`config.mk`:
```
export PLATFORM = sky130hd
export DESIGN_NAME = lcd_message_arbiter_flat
export DESIGN_NICKNAME = d
export VERILOG_FILES = /design/src/rtl/lcd_message_arbiter_if.sv /design/src/rtl/lcd_message_arbiter.sv /design/src/flat_wrapper.sv
export SDC_FILE = /design/constraint.sdc
export NUM_CORES = 1
export LEC_CHECK = 0
export ABC_AREA = 1
export ABC_CLOCK_PERIOD_IN_PS = 3950
export CELL_PAD_IN_SITES_DETAIL_PLACEMENT = 2
export CELL_PAD_IN_SITES_GLOBAL_PLACEMENT = 2
export CORE_MARGIN = 4
export CORE_UTILIZATION = 34
export CTS_CLUSTER_SIZE = 40
export DETAILED_ROUTE_END_ITERATION = 16
export MAX_ROUTING_LAYER = met4
export PLACE_DENSITY_LB_ADDON = 0.1
export SYNTH_ARGS = -nofsm -noshare
export SYNTH_HDL_FRONTEND = slang
export SYNTH_SLANG_ARGS = --single-unit
```
`constraint.sdc`:
```
create_clock -name Clock -period 3.95 [get_ports Clock]
set_input_delay 0.5925 -clock Clock [delete_from_list [all_inputs] [get_ports Clock]]
set_output_delay 0.5925 -clock Clock [all_outputs]
set_load 0.005 [all_outputs]
```
`src/rtl/lcd_message_arbiter_if.sv`:
```
// Requester-side bundle of the LCD message arbiter: per-requester request/byte lanes
// plus the grant, handshake pulses and committed character buffer.
interface lcd_message_arbiter_if #(
    parameter int unsigned NREQ = 4
);
    logic [NREQ-1:0]   req;
    logic [NREQ*8-1:0] data;
    logic [NREQ-1:0]   valid;
    logic [NREQ-1:0]   grant;
    logic              ready;
    logic [NREQ-1:0]   done;
    logic [NREQ-1:0]   abort;
    logic [255:0]      chars;
    logic              chars_update;

    modport master (
        output req, data, valid,
        input  grant, ready, done, abort, chars, chars_update
    );

    modport slave (
        input  req, data, valid,
        output grant, ready, done, abort, chars, chars_update
    );
endinterface

```
`src/rtl/lcd_message_arbiter.sv`:
```
// Round-robin owner of the 32-character LCD buffer: loads a 32-byte message serially from
// the granted requester, commits it atomically, then holds it for a dwell period.
module lcd_message_arbiter #(
    parameter int unsigned NREQ           = 4,
    parameter int unsigned DWELL_CYCLES   = 50_000_000,
    parameter int unsigned TIMEOUT_CYCLES = 1000
) (
    input logic                 Clock,
    input logic                 Reset,
    lcd_message_arbiter_if.slave bus
);
    localparam int unsigned IdxW = (NREQ > 1) ? $clog2(NREQ) : 1;

    typedef enum logic [1:0] {StIdle, StLoad, StCommit, StDwell} state_e;

    state_e            state_q;
    logic [NREQ-1:0]   grant_q;
    logic [NREQ-1:0]   done_q;
    logic [NREQ-1:0]   abort_q;
    logic              ready_q;
    logic [255:0]      chars_q;
    logic [255:0]      staging_q;
    logic              chars_update_q;
    logic [IdxW-1:0]   ptr_q;
    logic [IdxW-1:0]   gidx_q;
    logic [5:0]        count_q;
    logic [31:0]       timer_q;
    logic [31:0]       dwell_q;

    logic              pick_found;
    logic [IdxW-1:0]   pick_idx;
    logic [IdxW-1:0]   next_ptr;
    logic              req_g;
    logic              valid_g;
    logic [7:0]        data_g;
    logic              abort_now;

    // First pending request at or above the pointer, wrapping around.
    always_comb begin
        int unsigned     cand;
        logic [IdxW-1:0] cand_idx;
        pick_found = 1'b0;
        pick_idx   = ptr_q;
        cand       = 0;
        cand_idx   = '0;
        for (int unsigned i = 0; i < NREQ; i++) begin
            cand = 32'(ptr_q) + i;
            if (cand >= NREQ) cand = cand - NREQ;
            cand_idx = IdxW'(cand);
            if (!pick_found && bus.req[cand_idx]) begin
                pick_found = 1'b1;
                pick_idx   = cand_idx;
            end
        end
    end

    assign next_ptr  = (gidx_q == IdxW'(NREQ - 1)) ? '0 : gidx_q + 1'b1;
    assign req_g     = bus.req[gidx_q];
    assign valid_g   = bus.valid[gidx_q];
    assign data_g    = bus.data[{gidx_q, 3'b000} +: 8];
    // A dropped request or an expired idle timer wins over a byte in the same cycle.
    assign abort_now = !req_g || (timer_q >= 32'(TIMEOUT_CYCLES));

    always_ff @(posedge Clock) begin
        if (Reset) begin
            state_q        <= StIdle;
            grant_q        <= '0;
            done_q         <= '0;
            abort_q        <= '0;
            ready_q        <= 1'b0;
            chars_q        <= {32{8'h20}};
            staging_q      <= '0;
            chars_update_q <= 1'b0;
            ptr_q          <= '0;
            gidx_q         <= '0;
            count_q        <= '0;
            timer_q        <= '0;
            dwell_q        <= '0;
        end else begin
            done_q         <= '0;
            abort_q        <= '0;
            chars_update_q <= 1'b0;
            case (state_q)
                StIdle: begin
                    if (pick_found) begin
                        grant_q <= NREQ'(1) << pick_idx;
                        gidx_q  <= pick_idx;
                        ready_q <= 1'b1;
                        count_q <= '0;
                        timer_q <= '0;
                        state_q <= StLoad;
                    end
                end
                StLoad: begin
                    if (abort_now) begin
                        abort_q <= grant_q;
                        grant_q <= '0;
                        ready_q <= 1'b0;
                        ptr_q   <= next_ptr;
                        state_q <= StIdle;
                    end else if (valid_g) begin
                        // Byte n lands at staging[255-8n -: 8], i.e. slot (31-n).
                        staging_q[{~count_q[4:0], 3'b000} +: 8] <= data_g;
                        count_q <= count_q + 6'd1;
                        timer_q <= '0;
                        if (count_q == 6'd31) begin
                            ready_q <= 1'b0;
                            state_q <= StCommit;
                        end
                    end else begin
                        timer_q <= timer_q + 32'd1;
                    end
                end
                StCommit: begin
                    chars_q        <= staging_q;
                    chars_update_q <= 1'b1;
                    done_q         <= grant_q;
                    grant_q        <= '0;
                    ptr_q          <= next_ptr;
                    dwell_q        <= '0;
                    state_q        <= (DWELL_CYCLES == 0) ? StIdle : StDwell;
                end
                StDwell: begin
                    if (dwell_q + 32'd1 >= 32'(DWELL_CYCLES)) state_q <= StIdle;
                    else                                      dwell_q <= dwell_q + 32'd1;
                end
                default: state_q <= StIdle;
            endcase
        end
    end

    assign bus.grant        = grant_q;
    assign bus.ready        = ready_q;
    assign bus.done         = done_q;
    assign bus.abort        = abort_q;
    assign bus.chars        = chars_q;
    assign bus.chars_update = chars_update_q;
endmodule

```
`src/flat_wrapper.sv`:
```
// flat-port wrapper written by rule: the top's interface ports become plain ports
module lcd_message_arbiter_flat 
#(
    parameter int unsigned NREQ           = 4,
    parameter int unsigned DWELL_CYCLES   = 50_000_000,
    parameter int unsigned TIMEOUT_CYCLES = 1000
)
  (Clock, Reset, bus_req, bus_data, bus_valid, bus_grant, bus_ready, bus_done, bus_abort, bus_chars, bus_chars_update);
  lcd_message_arbiter_if #(.NREQ(NREQ)) bus_i ();
  input logic Clock;
  input logic Reset;
  input wire logic [$bits(bus_i.req)-1:0] bus_req;
  input wire logic [$bits(bus_i.data)-1:0] bus_data;
  input wire logic [$bits(bus_i.valid)-1:0] bus_valid;
  output wire logic [$bits(bus_i.grant)-1:0] bus_grant;
  output wire logic [$bits(bus_i.ready)-1:0] bus_ready;
  output wire logic [$bits(bus_i.done)-1:0] bus_done;
  output wire logic [$bits(bus_i.abort)-1:0] bus_abort;
  output wire logic [$bits(bus_i.chars)-1:0] bus_chars;
  output wire logic [$bits(bus_i.chars_update)-1:0] bus_chars_update;
  assign bus_i.req = bus_req;
  assign bus_i.data = bus_data;
  assign bus_i.valid = bus_valid;
  assign bus_grant = bus_i.grant;
  assign bus_ready = bus_i.ready;
  assign bus_done = bus_i.done;
  assign bus_abort = bus_i.abort;
  assign bus_chars = bus_i.chars;
  assign bus_chars_update = bus_i.chars_update;
  lcd_message_arbiter #(.NREQ(NREQ), .DWELL_CYCLES(DWELL_CYCLES), .TIMEOUT_CYCLES(TIMEOUT_CYCLES)) u_core (.Clock(Clock), .Reset(Reset), .bus(bus_i));
endmodule
```
-- After elaboration in Yosys (flattened, before gate mapping)
Cells that the tools add are included.
- muxes and demuxes: 53
- magnitude comparators: 11
- equal/unequal tests: 13
- add/subtract/negate cells: 12
- reduce and logical (&&, ||, !) cells: 24
- bitwise gates (word level): 4
- shifts and indexed selects: 4
- operators with widths (operator ; count):
    $bwmux W256 ; 1
    $shift A8 B10 Y256 const A ; 1
    $shiftx A8 B10 Y256 ; 1
    $mux W32 ; 4
    $pmux W32 S2 ; 2
    $add A32 B1 Y32 const B ; 2
    $ge A32 B10 Y1 const B ; 1
    $ge A32 B26 Y1 const B ; 1
    $shiftx A32 B6 Y8 ; 1
    $mux W2 ; 15
    $mux W6 ; 3
    $lt A2 B3 Y1 const B ; 5
    $mux W1 ; 15
    $bmux W1 S2 ; 6
    $pmux W4 S3 ; 1
    $pmux W6 S2 ; 1
    $reduce_and A4 Y1 ; 3
    $neg A8 Y10 ; 1
    $ge A3 B3 Y1 const B ; 3
    $reduce_and A3 Y1 ; 3
    $mux W4 ; 2
    $ne A2 B1 Y1 const B ; 4
    $pmux W2 S4 ; 1
    $sub A2 B1 Y2 const B ; 4
    other kinds (24) ; 40
- logic and storage cells: 134
- register bits: 602
- output and inout bits: 270
- input port bits: 42

-- Longest topological paths before layout
- word-level depth: 17
- mapped depth: 19
- depth with buffers taken out: 18

-- Worst setup path after synthesis
No wires, ideal clock.
- path kind: input to register
- start point: input port bus_req[2]
- end point: register u_core.staging_q[136]
- setup time: 128 ps
- required time: 3822 ps
- data arrival time: 2094 ps
- slack: 1728 ps
- path buffers: 1
- stages: 14
- path through: inv_1 -> nor2_1 -> a21oi_1 -> o21ai_1 -> nand2_1 -> nor2_4 -> nand2_4 -> nor2_8 -> nand3_4 -> clkinv_4 -> nand2_2 -> buf_6 -> o21ai_0 -> nor2_1
- word-level cells in the longest chain between the ends: 6
- RTL lines (what ; RTL line ; text):
    start, declared ; flat_wrapper.sv:12 ; input wire logic [$bits(bus_i.req)-1:0] bus_req;
    $bmux W1 S2 ; lcd_message_arbiter.sv:58 ; assign req_g = bus.req[gidx_q];
    $mux W1 (not written as such) ; lcd_message_arbiter.sv:58 ;
    $logic_not A1 Y1 ; lcd_message_arbiter.sv:62 ; assign abort_now = !req_g || (timer_q >= 32'(TIMEOUT_CYCLES));
    $logic_or A1 B1 Y1 ; lcd_message_arbiter.sv:62 ;
    $not A1 Y1 (no source line) ; -- ;
    $reduce_and A3 Y1 (no source line) ; -- ;
    end signal, assigned by index ; lcd_message_arbiter.sv:103 ; staging_q[{~count_q[4:0], 3'b000} +: 8] <= data_g;
    end, declared ; lcd_message_arbiter.sv:22 ; logic [255:0] staging_q;
No other way between the ends. The select of a mux whose other input is x is not followed.
A chain may end at the register's enable or synchronous reset.

-- Worst setup path in the final report
- start point: register u_core.count_q[0]
- end point: register u_core.staging_q[29]
- word-level cells in the longest chain between the ends: 4
- elaborated cells between the ends (all ways): 5
- classes of those cells: add/sub (1); shift (2); mux (1); bitwise (1)
- RTL lines (what ; RTL line ; text):
    start, declared ; lcd_message_arbiter.sv:26 ; logic [5:0] count_q;
    start signal, assigned ; lcd_message_arbiter.sv:104 ; count_q <= count_q + 6'd1;
    $not A5 Y5 * ; lcd_message_arbiter.sv:103 ;
    $neg A8 Y10 * ; lcd_message_arbiter.sv:103 ;
    $shiftx A8 B10 Y256 / $shift A8 B10 Y256 (equally long branches) ; lcd_message_arbiter.sv:103 ;
    $bwmux W256 * ; lcd_message_arbiter.sv:103 ;
Every way passes the cells marked *; elsewhere a longest branch is shown, timed or not.

==> key figures <==
Timing
  • Share of the clock period used by the worst path after layout: 0.922
  • Final min period: 3.64 ns
  • Max-slew violations: 0
  • Max_slew headroom: 0.308
  • Setup tns final: 0 ns
  • Unrepaired setup endpoints after global routing: no
  • Clock skew: 0.0211 ns
  • Max Fclk: about 270 MHz
  • Worst-Margin Slew: 1.03 ns
  • Setup Viol. Count Final: 0
  • Final Hold Viols: 0

Detailed routing
  • Detailed Route WL: 100 mm
  • Vias per cell: between 5 and 6
  • DRC viols: 0
  • Antenna viol nets, final: 0
  • Initial drt markers: around 1200
  • Routed vias: between 20000 and 25000
  • WL/cell: between 20 and 25 µm
  • DRT Pass-1 Iters: 5

Layout
  • Fin util: 0.431
  • Most common cell after layout, fill and taps aside: nor2_1
  • Share of cells above drive strength 1: 0.0574
  • Most frequent cells in the layout: nor2_1 (764), dfxtp_1 (602), nand2_1 (459), o21ai_0 (429), clkdlybuf4s50_1 (310)
  • Area Overhead vs Synth: 25.4%
  • Fin nets: between 3000 and 4000

Setup path
  • Critical path type: reg -> reg
  • Worst EP arrival: ~4.2 ns
  • Worst Path Required: between 4 and 5 ns
  • Critical path capture point type: flip-flop
  • CP startpoint kind: flip-flop
  • CP max FO: 28

Logic synthesis
  • Top FF cell, synth: dfxtp_1
  • Post-synth top area cell: dfxtp_1
  • Post-synth EDFFs: 0
  • Yosys reg bits: 602
  • Mapped Area: 0.0241 mm²
  • Share of the synthesized area in the top cell type: 0.500
  • Syn_nets: 3368
  • Synthesized netlist cell count: 3314
  • Asr flop ratio synth: 0
  • Library cells used by synthesis: 45
  • Synth area leaders: dfxtp_1 (50%), nor2_1 (12%), o21ai_0 (8.9%)
  • Seq/Total Area, Yosys: 0.500
  • Mean Syn Cell Area: 7.28 µm²
  • Synth Warn #: 0

CTS
  • CTS max path bufs: 3
  • Post-CTS Hold Buffers: 0
  • CTS buffer count: 69
  • Clk_lat worst skew: ~0.61 ns
  • Clk sinks: 602
  • Setup bufs post-CTS: 0
  • Resize count post-CTS: 0
  • Root buffer cell: clkbuf_16
  • CTS tree: done
  • Worst-path clk slew: roughly 0.060 ns
  • H-Tree Depth: 3

Flow run
  • MaxCap Viol Count: 0

Outcome
  • Status: completed

Placement
  • PortBufs: between 300 and 400
  • Final GP Congestion: 0.860
  • Dpl hpwl: 70.1 mm

Floorplan
  • Rows: 97
  • Die Ht: between 200 and 300 µm
  • Initial core utilization: 0.344
  • Die W: between 200 and 300 µm
  • Die area: roughly 0.075 mm²
  • IO Count: 312
  • Total core area: approximately 0.070 mm²

Power and ir drop
  • Worst vdd ir: ~0.00032 V
  • Power Dens Cells: between 600 and 700 mW/mm²
  • Leak Pwr: about 12 nW

GRT
  • Initial antenna violation count: 3
  • Largest net degree at the start of global routing: around 190
  • Tot GR Track Use: 0.267
  • First-pass GRT wire length: about 150 mm
  • Number of global-route vias before repair: 25600
  • Total gr overflow: 0

Min path
  • Worst hold path type: in -> reg
registers in the layout, indices dropped and copies added, names as in the netlist, named ones only:
name	flops
u_core.bus.abort	4
u_core.state_q	1
u_core.bus.chars_update	1
u_core.bus.ready	1
u_core.bus.done	4
u_core.staging_q	256
u_core.gidx_q	2
u_core.count_q	6
u_core.dwell_q	32
u_core.bus.chars	256
u_core.timer_q	32
u_core.bus.grant	4
u_core.ptr_q	2
final timing paths:
kind                      startpoint              endpoint  slack [ns]  depth (start not counted)
hold / removal                 Reset   u_core.bus.grant[3]        0.41                          2
hold reg to reg   u_core.timer_q[17]    u_core.timer_q[17]        0.44                          2
setup / recovery   u_core.count_q[0]  u_core.staging_q[29]        0.31                         10
setup reg to reg   u_core.count_q[0]  u_core.staging_q[29]        0.31                         10
layer usage:
layer  part of all wire  global-route usage
met5                  0                   -
met4              0.036              0.0963
met3              0.043              0.0396
met2               0.48               0.448
met1               0.44               0.329
cells in the mapped netlist, drive strengths merged (16+ instances only):
library cell,number
nand2,475
nor3,97
nand4,25
dfxtp,602
o21ai,445
a211oi,16
inv,276
nand3,110
buf,41
nor2,790
a21oi,221
clkbuf,145
final cells by class:
type	count	area, µm²
timing repair buffer	338	3380
tap	940	1180
fill	8114	39900
multi-input combinational	2248	10200
clock buffer	93	1980
clock inverter	27	352
antenna	1	2.50
sequential	602	12100
inverter	278	1060
per-stage QoR:
step           total power (W)  area (µm²)  cells  setup slack [ns]  hold WS (ns)
3_5_place_dp            0.0145       27900   4406             0.273         0.437
3_3_place_gp            0.0142       27900   4406             0.642         0.420
6_report                0.0210       30200   4527             0.308         0.412
5_1_grt                 0.0221       30200   4526            0.0586         0.421
2_1_floorplan           0.0106       24100   3314              1.73         0.415
4_1_cts                 0.0212       30200   4526             0.447         0.413
power by group:
group / internal (W) / switching [W]
logic: 0.00239 / 0.00427
registers: 0.00702 / 0.000716
clock network: 0.00398 / 0.00265
critical path, cell delays in order (launching register included):
cell and delay, ns:
dfxtp_1 0.60, ha_1 0.26, nor2_1 0.07, nor2_4 0.57
inv_2 0.39, nor2_1 0.32, inv_1 0.12, nor2_2 0.37
nand3_1 0.39, a21oi_1 0.31, o21a_1 0.16
cell families (layout without fill, tap and decap cells):
family | count (synthesis) | count (layout) | share of synthesized area
xor+xnor | 10 | 10 | 0.00363
flops | 602 | 602 | 0.500
fa+ha+maj | 12 | 12 | 0.00623
other cells | 0 | 1 | 0
compound gates | 710 | 710 | 0.152
buf+inv | 464 | 736 | 0.0764
simple gates | 1516 | 1516 | 0.262
Power figures use the tool's default switching activity.
